==> src/rtl/motor_mux_pkg.sv <==
// Shared types and default timing constants for the motor output mux
// reconfiguration controller.
package motor_mux_pkg;

  localparam int SEL_W = 3;

  localparam int DEF_GUARD_CYCLES = 16;
  localparam int DEF_SETUP_CYCLES = 50;
  localparam int DEF_QUIESCE_MAX  = 1000;

  typedef enum logic [1:0] {
    ST_IDLE,
    ST_QUIESCE,
    ST_GAP,
    ST_SETUP
  } state_t;

  function automatic int max3(input int a, input int b, input int c);
    int m;
    m = (a > b) ? a : b;
    return (m > c) ? m : c;
  endfunction

endpackage

==> src/rtl/motor_mux_ctrl_if.sv <==
// Host-side request handshake for one motor mux controller.
interface motor_mux_ctrl_if;
  import motor_mux_pkg::*;

  logic             cfg_valid;
  logic             cfg_ready;
  logic [SEL_W-1:0] cfg_select;
  logic             cfg_invert;
  logic             cfg_enable;
  logic             done;

  modport master (
    output cfg_valid, cfg_select, cfg_invert, cfg_enable,
    input  cfg_ready, done
  );

  modport slave (
    input  cfg_valid, cfg_select, cfg_invert, cfg_enable,
    output cfg_ready, done
  );
endinterface

==> src/rtl/motor_mux_ctrl.sv <==
// Sequences a source/polarity change on one motor output mux: wait for the
// step pulse to end, blank, switch, wait dir-setup, then re-enable.
module motor_mux_ctrl
  import motor_mux_pkg::*;
#(
  parameter int GUARD_CYCLES = DEF_GUARD_CYCLES,
  parameter int SETUP_CYCLES = DEF_SETUP_CYCLES,
  parameter int QUIESCE_MAX  = DEF_QUIESCE_MAX
) (
  input  logic             clk,
  input  logic             reset,
  motor_mux_ctrl_if.slave  cfg,
  input  logic             step_mon,
  output logic [SEL_W-1:0] mux_select,
  output logic             invert_dir,
  output logic             enable,
  output logic             quiesce_timeout
);

  localparam int CNT_W = $clog2(max3(GUARD_CYCLES, SETUP_CYCLES, QUIESCE_MAX) + 1);
  typedef logic [CNT_W-1:0] cnt_t;

  // Counter holds "cycles remaining after this one", so zero marks the last cycle.
  localparam cnt_t GUARD_LD   = cnt_t'(GUARD_CYCLES - 1);
  localparam cnt_t SETUP_LD   = cnt_t'(SETUP_CYCLES - 1);
  localparam cnt_t QUIESCE_LD = cnt_t'(QUIESCE_MAX - 1);

  state_t           state_q, state_d;
  cnt_t             cnt_q, cnt_d;
  logic [SEL_W-1:0] mux_select_q, mux_select_d;
  logic             invert_dir_q, invert_dir_d;
  logic             enable_q, enable_d;
  logic             ready_q, ready_d;
  logic             done_q, done_d;
  logic             timeout_q, timeout_d;
  logic [SEL_W-1:0] req_select_q, req_select_d;
  logic             req_invert_q, req_invert_d;
  logic             req_enable_q, req_enable_d;

  logic same_route;
  logic release_ok;

  always_comb begin
    state_d      = state_q;
    cnt_d        = cnt_q;
    mux_select_d = mux_select_q;
    invert_dir_d = invert_dir_q;
    enable_d     = enable_q;
    done_d       = 1'b0;
    timeout_d    = timeout_q;
    req_select_d = req_select_q;
    req_invert_d = req_invert_q;
    req_enable_d = req_enable_q;

    same_route = (req_select_q == mux_select_q) && (req_invert_q == invert_dir_q);
    // Keeping an already-enabled output enabled on the same route needs no
    // quiet step, so that case never waits.
    release_ok = !enable_q || !step_mon || (same_route && req_enable_q);

    case (state_q)
      ST_IDLE: begin
        if (cfg.cfg_valid) begin
          req_select_d = cfg.cfg_select;
          req_invert_d = cfg.cfg_invert;
          req_enable_d = cfg.cfg_enable;
          cnt_d        = QUIESCE_LD;
          state_d      = ST_QUIESCE;
        end
      end
      ST_QUIESCE: begin
        if (release_ok || (cnt_q == '0)) begin
          if (!release_ok) timeout_d = 1'b1;
          if (!same_route) begin
            enable_d = 1'b0;
            cnt_d    = GUARD_LD;
            state_d  = ST_GAP;
          end else begin
            enable_d = req_enable_q;
            done_d   = 1'b1;
            state_d  = ST_IDLE;
          end
        end else begin
          cnt_d = cnt_q - 1'b1;
        end
      end
      ST_GAP: begin
        if (cnt_q == '0) begin
          mux_select_d = req_select_q;
          invert_dir_d = req_invert_q;
          cnt_d        = SETUP_LD;
          state_d      = ST_SETUP;
        end else begin
          cnt_d = cnt_q - 1'b1;
        end
      end
      ST_SETUP: begin
        if (cnt_q == '0) begin
          enable_d = req_enable_q;
          done_d   = 1'b1;
          state_d  = ST_IDLE;
        end else begin
          cnt_d = cnt_q - 1'b1;
        end
      end
      default: state_d = ST_IDLE;
    endcase

    ready_d = (state_d == ST_IDLE);
  end

  always_ff @(posedge clk) begin
    if (reset) begin
      state_q      <= ST_IDLE;
      cnt_q        <= '0;
      mux_select_q <= '0;
      invert_dir_q <= 1'b0;
      enable_q     <= 1'b0;
      ready_q      <= 1'b1;
      done_q       <= 1'b0;
      timeout_q    <= 1'b0;
    end else begin
      state_q      <= state_d;
      cnt_q        <= cnt_d;
      mux_select_q <= mux_select_d;
      invert_dir_q <= invert_dir_d;
      enable_q     <= enable_d;
      ready_q      <= ready_d;
      done_q       <= done_d;
      timeout_q    <= timeout_d;
    end
    // The request latch is only read outside IDLE, so it needs no reset.
    req_select_q <= req_select_d;
    req_invert_q <= req_invert_d;
    req_enable_q <= req_enable_d;
  end

  assign cfg.cfg_ready    = ready_q;
  assign cfg.done         = done_q;
  assign mux_select       = mux_select_q;
  assign invert_dir       = invert_dir_q;
  assign enable           = enable_q;
  assign quiesce_timeout  = timeout_q;

endmodule
==> src/flat_wrapper.sv <==
// flat-port wrapper written by rule: the top's interface ports become plain ports
module motor_mux_ctrl_flat import motor_mux_pkg::*;
#(
  parameter int GUARD_CYCLES = DEF_GUARD_CYCLES,
  parameter int SETUP_CYCLES = DEF_SETUP_CYCLES,
  parameter int QUIESCE_MAX  = DEF_QUIESCE_MAX
)
  (clk, reset, step_mon, mux_select, invert_dir, enable, quiesce_timeout, cfg_cfg_valid, cfg_cfg_select, cfg_cfg_invert, cfg_cfg_enable, cfg_cfg_ready, cfg_done);
  motor_mux_ctrl_if cfg_i ();
  input  logic clk;
  input  logic reset;
  input  logic step_mon;
  output logic [SEL_W-1:0] mux_select;
  output logic invert_dir;
  output logic enable;
  output logic quiesce_timeout;
  input wire logic [$bits(cfg_i.cfg_valid)-1:0] cfg_cfg_valid;
  input wire logic [$bits(cfg_i.cfg_select)-1:0] cfg_cfg_select;
  input wire logic [$bits(cfg_i.cfg_invert)-1:0] cfg_cfg_invert;
  input wire logic [$bits(cfg_i.cfg_enable)-1:0] cfg_cfg_enable;
  output wire logic [$bits(cfg_i.cfg_ready)-1:0] cfg_cfg_ready;
  output wire logic [$bits(cfg_i.done)-1:0] cfg_done;
  assign cfg_i.cfg_valid = cfg_cfg_valid;
  assign cfg_i.cfg_select = cfg_cfg_select;
  assign cfg_i.cfg_invert = cfg_cfg_invert;
  assign cfg_i.cfg_enable = cfg_cfg_enable;
  assign cfg_cfg_ready = cfg_i.cfg_ready;
  assign cfg_done = cfg_i.done;
  motor_mux_ctrl #(.GUARD_CYCLES(GUARD_CYCLES), .SETUP_CYCLES(SETUP_CYCLES), .QUIESCE_MAX(QUIESCE_MAX)) u_core (.clk(clk), .reset(reset), .cfg(cfg_i), .step_mon(step_mon), .mux_select(mux_select), .invert_dir(invert_dir), .enable(enable), .quiesce_timeout(quiesce_timeout));
endmodule
==> config.mk <==
export PLATFORM = sky130hd
export DESIGN_NAME = motor_mux_ctrl_flat
export DESIGN_NICKNAME = d
export VERILOG_FILES = /design/src/rtl/motor_mux_pkg.sv /design/src/rtl/motor_mux_ctrl_if.sv /design/src/rtl/motor_mux_ctrl.sv /design/src/flat_wrapper.sv
export SDC_FILE = /design/constraint.sdc
export NUM_CORES = 1
export LEC_CHECK = 0
export ABC_AREA = 1
export CORE_UTILIZATION = 40
export DETAILED_ROUTE_END_ITERATION = 10
export GPL_TIMING_DRIVEN = 0
export PLACE_DENSITY_LB_ADDON = 0.12
export SLEW_MARGIN = 20
export SYNTH_ARGS = -nofsm -noshare
export SYNTH_HDL_FRONTEND = slang
export SYNTH_SLANG_ARGS = --single-unit
==> constraint.sdc <==
create_clock -name clk -period 1.5 [get_ports clk]
set_clock_uncertainty 0.05 [all_clocks]
set_input_delay 0.45 -clock clk [delete_from_list [all_inputs] [get_ports clk]]
set_output_delay 0.45 -clock clk [all_outputs]
set_load 0.05 [all_outputs]
==> results.cfg <==
[synthesis]
synth_top_area_share_pct = 29.9
synth_common_cells = nand2_1, inv_1, dfxtp_1
yosysWarnings = 0
synth-main-ff-cell = dfxtp_1
synth_most_common_cell = nand2_1
synth.area.top_cells = dfxtp_1, nand2_1, edfxtp_1
syn_inst = 193
synth_edf_count = 5
seq_area_frac_synth_pct = 41.1
syn_avg_cell_area_sq_um = 6.94
synth_cell_types = 20
yosys.area.top_type = dfxtp_1
ys_ff_latch = 25
synth_fp_nets = 204
netlist_area_sq_um = 1340
async_flop_share_pct = 0

[route]
wl_per_cell_um = 12.9
wl_um = 3550
drtIter0Drc = 40
drtAntennaViolNets = 0
routed_via_density = 4.94
dr.pass1.iters = 4
drc = 0
num_vias = 1354

[finish]
n_antenna_cell = 0
area_growth_pct = 48.0
final_nets = 242
drive_above_1_share_pct = 45.7
fillers = 287

[cts]
clock_path_buffers = 2
cts_htree_levels = 1
cts_root_buf = clkbuf_4
cts_tree = done
numCtsBuffers = 3
clkSinkCount = 25
path_clk_slew_ns = 0.13
clock_latency_ns = 0.32

[setup_path]
critical_path.max_stage_delay_ns = 0.36
cp-start-kind = flip-flop
arrival_ns = 1.87
crit_slowest_cell = dfxtp_2
critPathBufInv = 3
crit_fanout = 5
critical_path.most_common_cell = nand2_4
critPathCaptureType = flip-flop
cp_top_family = simple AND/OR/NAND/NOR gates
worst_ep_required_time_ns = 1.70
cp_cell_sequence = inv_2 -> nand2_2 -> nor2_4 -> nand4_1 -> nand3_4 -> nand2_4 -> nand2_4 -> buf_12 -> buf_8 -> nand2_1 -> a21oi_1
crit_type = flip-flop to flip-flop

[floorplanning]
core-area_sq_um = 3100
rows = 20
io_pins = 17
die_width_um = 59.9
start_util_pct = 43.1
dieArea_sq_um = 3580
die-height_um = 59.9

[sta]
min_period_ns = 1.66
min_period_over_period_pct = 111
worst_pin_slew_ns = 0.442
finalHoldViolCount = 0
setup_viol = 16
rsz0062_at_grt = true
timing.fmax_mhz = 602
max-slew-margin-rel_pct = 70.4
slew_viol_final = 0
tns_ns = -1.35
worst_slack_ns = -0.162

[run]
cap_violations = 0

[power]
p_per_area_nw_per_um2 = 1280
peakVddDrop_mv = 0.783
leakagePower_uw = 0.000903

[global_route]
grt_pass1_vias = 1233
grt_pass1_wl_um = 5340
grt_usage_pct = 20.1
antenna_found_initial = 0
grt_max_degree = 15
overflow = 0

[run_status]
outcome = finished, violations left
violations = negative setup slack

[place]
gp_congestion = 0.812
pre_cts_ws_ns = -0.467
portBuffers = 16
hpwlAfterDp_um = 2240

[hold_path]
hold_path.class = flip-flop to flip-flop
[worst min-delay path, stage by stage (launching register included)]
cell     delay (ns)
dfxtp_1        0.33
inv_1          0.04
a21oi_1        0.05
[layer usage]
layer  routed length [um]  track usage [%]  part of all wire [%]
met5                    0                0                     0
met4                   34             5.32                  0.96
met3                   92             4.98                   2.6
met2                 1850             33.3                    52
met1                 1570             25.9                    44
[layout by cell type (no fill, tap or decap)]
| master | netlist | routed |
|---|---|---|
| dfxtp_1 | 20 | 10 |
| nor3_1 | 4 | 2 |
| nor3_2 | 0 | 2 |
| nor2_4 | 0 | 7 |
| nand2_4 | 2 | 7 |
| clkinv_2 | 0 | 2 |
| o21ai_2 | 0 | 1 |
| o21ai_1 | 0 | 3 |
| edfxtp_1 | 5 | 5 |
| nand2_2 | 2 | 22 |
| nand3_4 | 0 | 2 |
| nor2_1 | 15 | 8 |
| ha_1 | 2 | 1 |
| xor2_1 | 8 | 8 |
| buf_8 | 1 | 1 |
| o21ai_0 | 7 | 3 |
| clkbuf_4 | 0 | 5 |
| inv_2 | 2 | 8 |
| inv_1 | 30 | 23 |
| nand4_1 | 3 | 3 |
| buf_2 | 0 | 7 |
| inv_8 | 0 | 1 |
| a21oi_2 | 0 | 6 |
| dfxtp_4 | 0 | 5 |
| nand2_1 | 58 | 32 |
| buf_12 | 0 | 2 |
| nand2_8 | 0 | 1 |
| buf_6 | 0 | 2 |
| clkdlybuf4s50_1 | 0 | 8 |
| buf_4 | 0 | 13 |
| nand3_1 | 11 | 7 |
| nor2_2 | 2 | 2 |
| dfxtp_2 | 0 | 5 |
| a21oi_1 | 18 | 12 |
| ha_4 | 0 | 1 |
| nand3_2 | 1 | 3 |
[sequential cells by signal (all words and copies together) (netlist names)]
| name | count |
|---|---|
| u_core.quiesce_timeout | 1 |
| u_core.req_invert_q | 1 |
| u_core.req_enable_q | 1 |
| u_core.enable | 1 |
| u_core.invert_dir | 1 |
| u_core.state_q | 2 |
| u_core.req_select_q | 3 |
| u_core.cfg.cfg_ready | 1 |
| u_core.cfg.done | 1 |
| u_core.mux_select | 3 |
| u_core.cnt_q | 10 |
[per-stage QoR]
stage          instance area [sq um]  utilization (%)  instances  hold WS, ns  power, uW
2_1_floorplan                   1360                -        193        0.448       1510
3_3_place_gp                    1570             50.7        253        0.391       1680
3_5_place_dp                    1570             50.7        253        0.391       1710
4_1_cts                         1840             59.3        274        0.408       2320
5_1_grt                         1980             63.9        274        0.442       2720
6_report                        1980             63.9        274        0.405       2540
[area by class of cell]
| cell class | count | area (sq um) | share of cell area (%) |
|---|---|---|---|
| buffer | 2 | 22.5 | 1.14 |
| tap | 44 | 55.1 | 2.78 |
| sequential | 25 | 576 | 29.0 |
| clock inverter | 1 | 5.00 | 0.253 |
| timing repair buffer | 33 | 283 | 14.3 |
| clock buffer | 3 | 22.5 | 1.14 |
| inverter | 33 | 133 | 6.69 |
| multi-input combinational | 133 | 886 | 44.7 |
[repair_timing]
action / CTS / global route
endpoints found under the setup margin: 25 / 24
gates resized for setup: 79 / 50
gates cloned: 1 / 0
buffers inserted: 16 / 2
hold buffers: 0 / 0
endpoints found under the hold margin: 0 / 0
pin swaps: 14 / 16
[where the power goes]
group	switching, uW	internal, uW	leakage [uW]	total, uW
sequential	108	802	0.000217	910
combinational	790	542	0.000667	1330
clock	199	100	0.0000177	299
[logic make-up (layout without fill, tap and decap cells)]
logic type	count (synthesis)	in the layout	synth area share, %
AO/OA/AOI/OAI	25	25	9.35
XOR/XNOR	8	8	5.23
adder cells (fa/ha/maj)	2	2	1.87
buffers and inverters	35	72	10.7
flip-flops	25	25	41.1
AND/OR/NAND/NOR	98	98	31.8
[final timing paths]
| check | start | to | slack (ns) | depth (start not counted) |
|---|---|---|---|---|
| worst max-delay path | u_core.cnt_q[6]$_SDFFE_PP0P_ | u_core.cnt_q[4]$_SDFFE_PP0P_ | -0.16 | 11 |
| worst min register to register | u_core.quiesce_timeout$_SDFFE_PP0P_ | u_core.quiesce_timeout$_SDFFE_PP0P_ | 0.41 | 2 |
| worst min-delay path | u_core.quiesce_timeout$_SDFFE_PP0P_ | u_core.quiesce_timeout$_SDFFE_PP0P_ | 0.41 | 2 |
| worst max register to register | u_core.cnt_q[6]$_SDFFE_PP0P_ | u_core.cnt_q[4]$_SDFFE_PP0P_ | -0.16 | 11 |
Note: power is estimated with default switching activity, not from simulation.
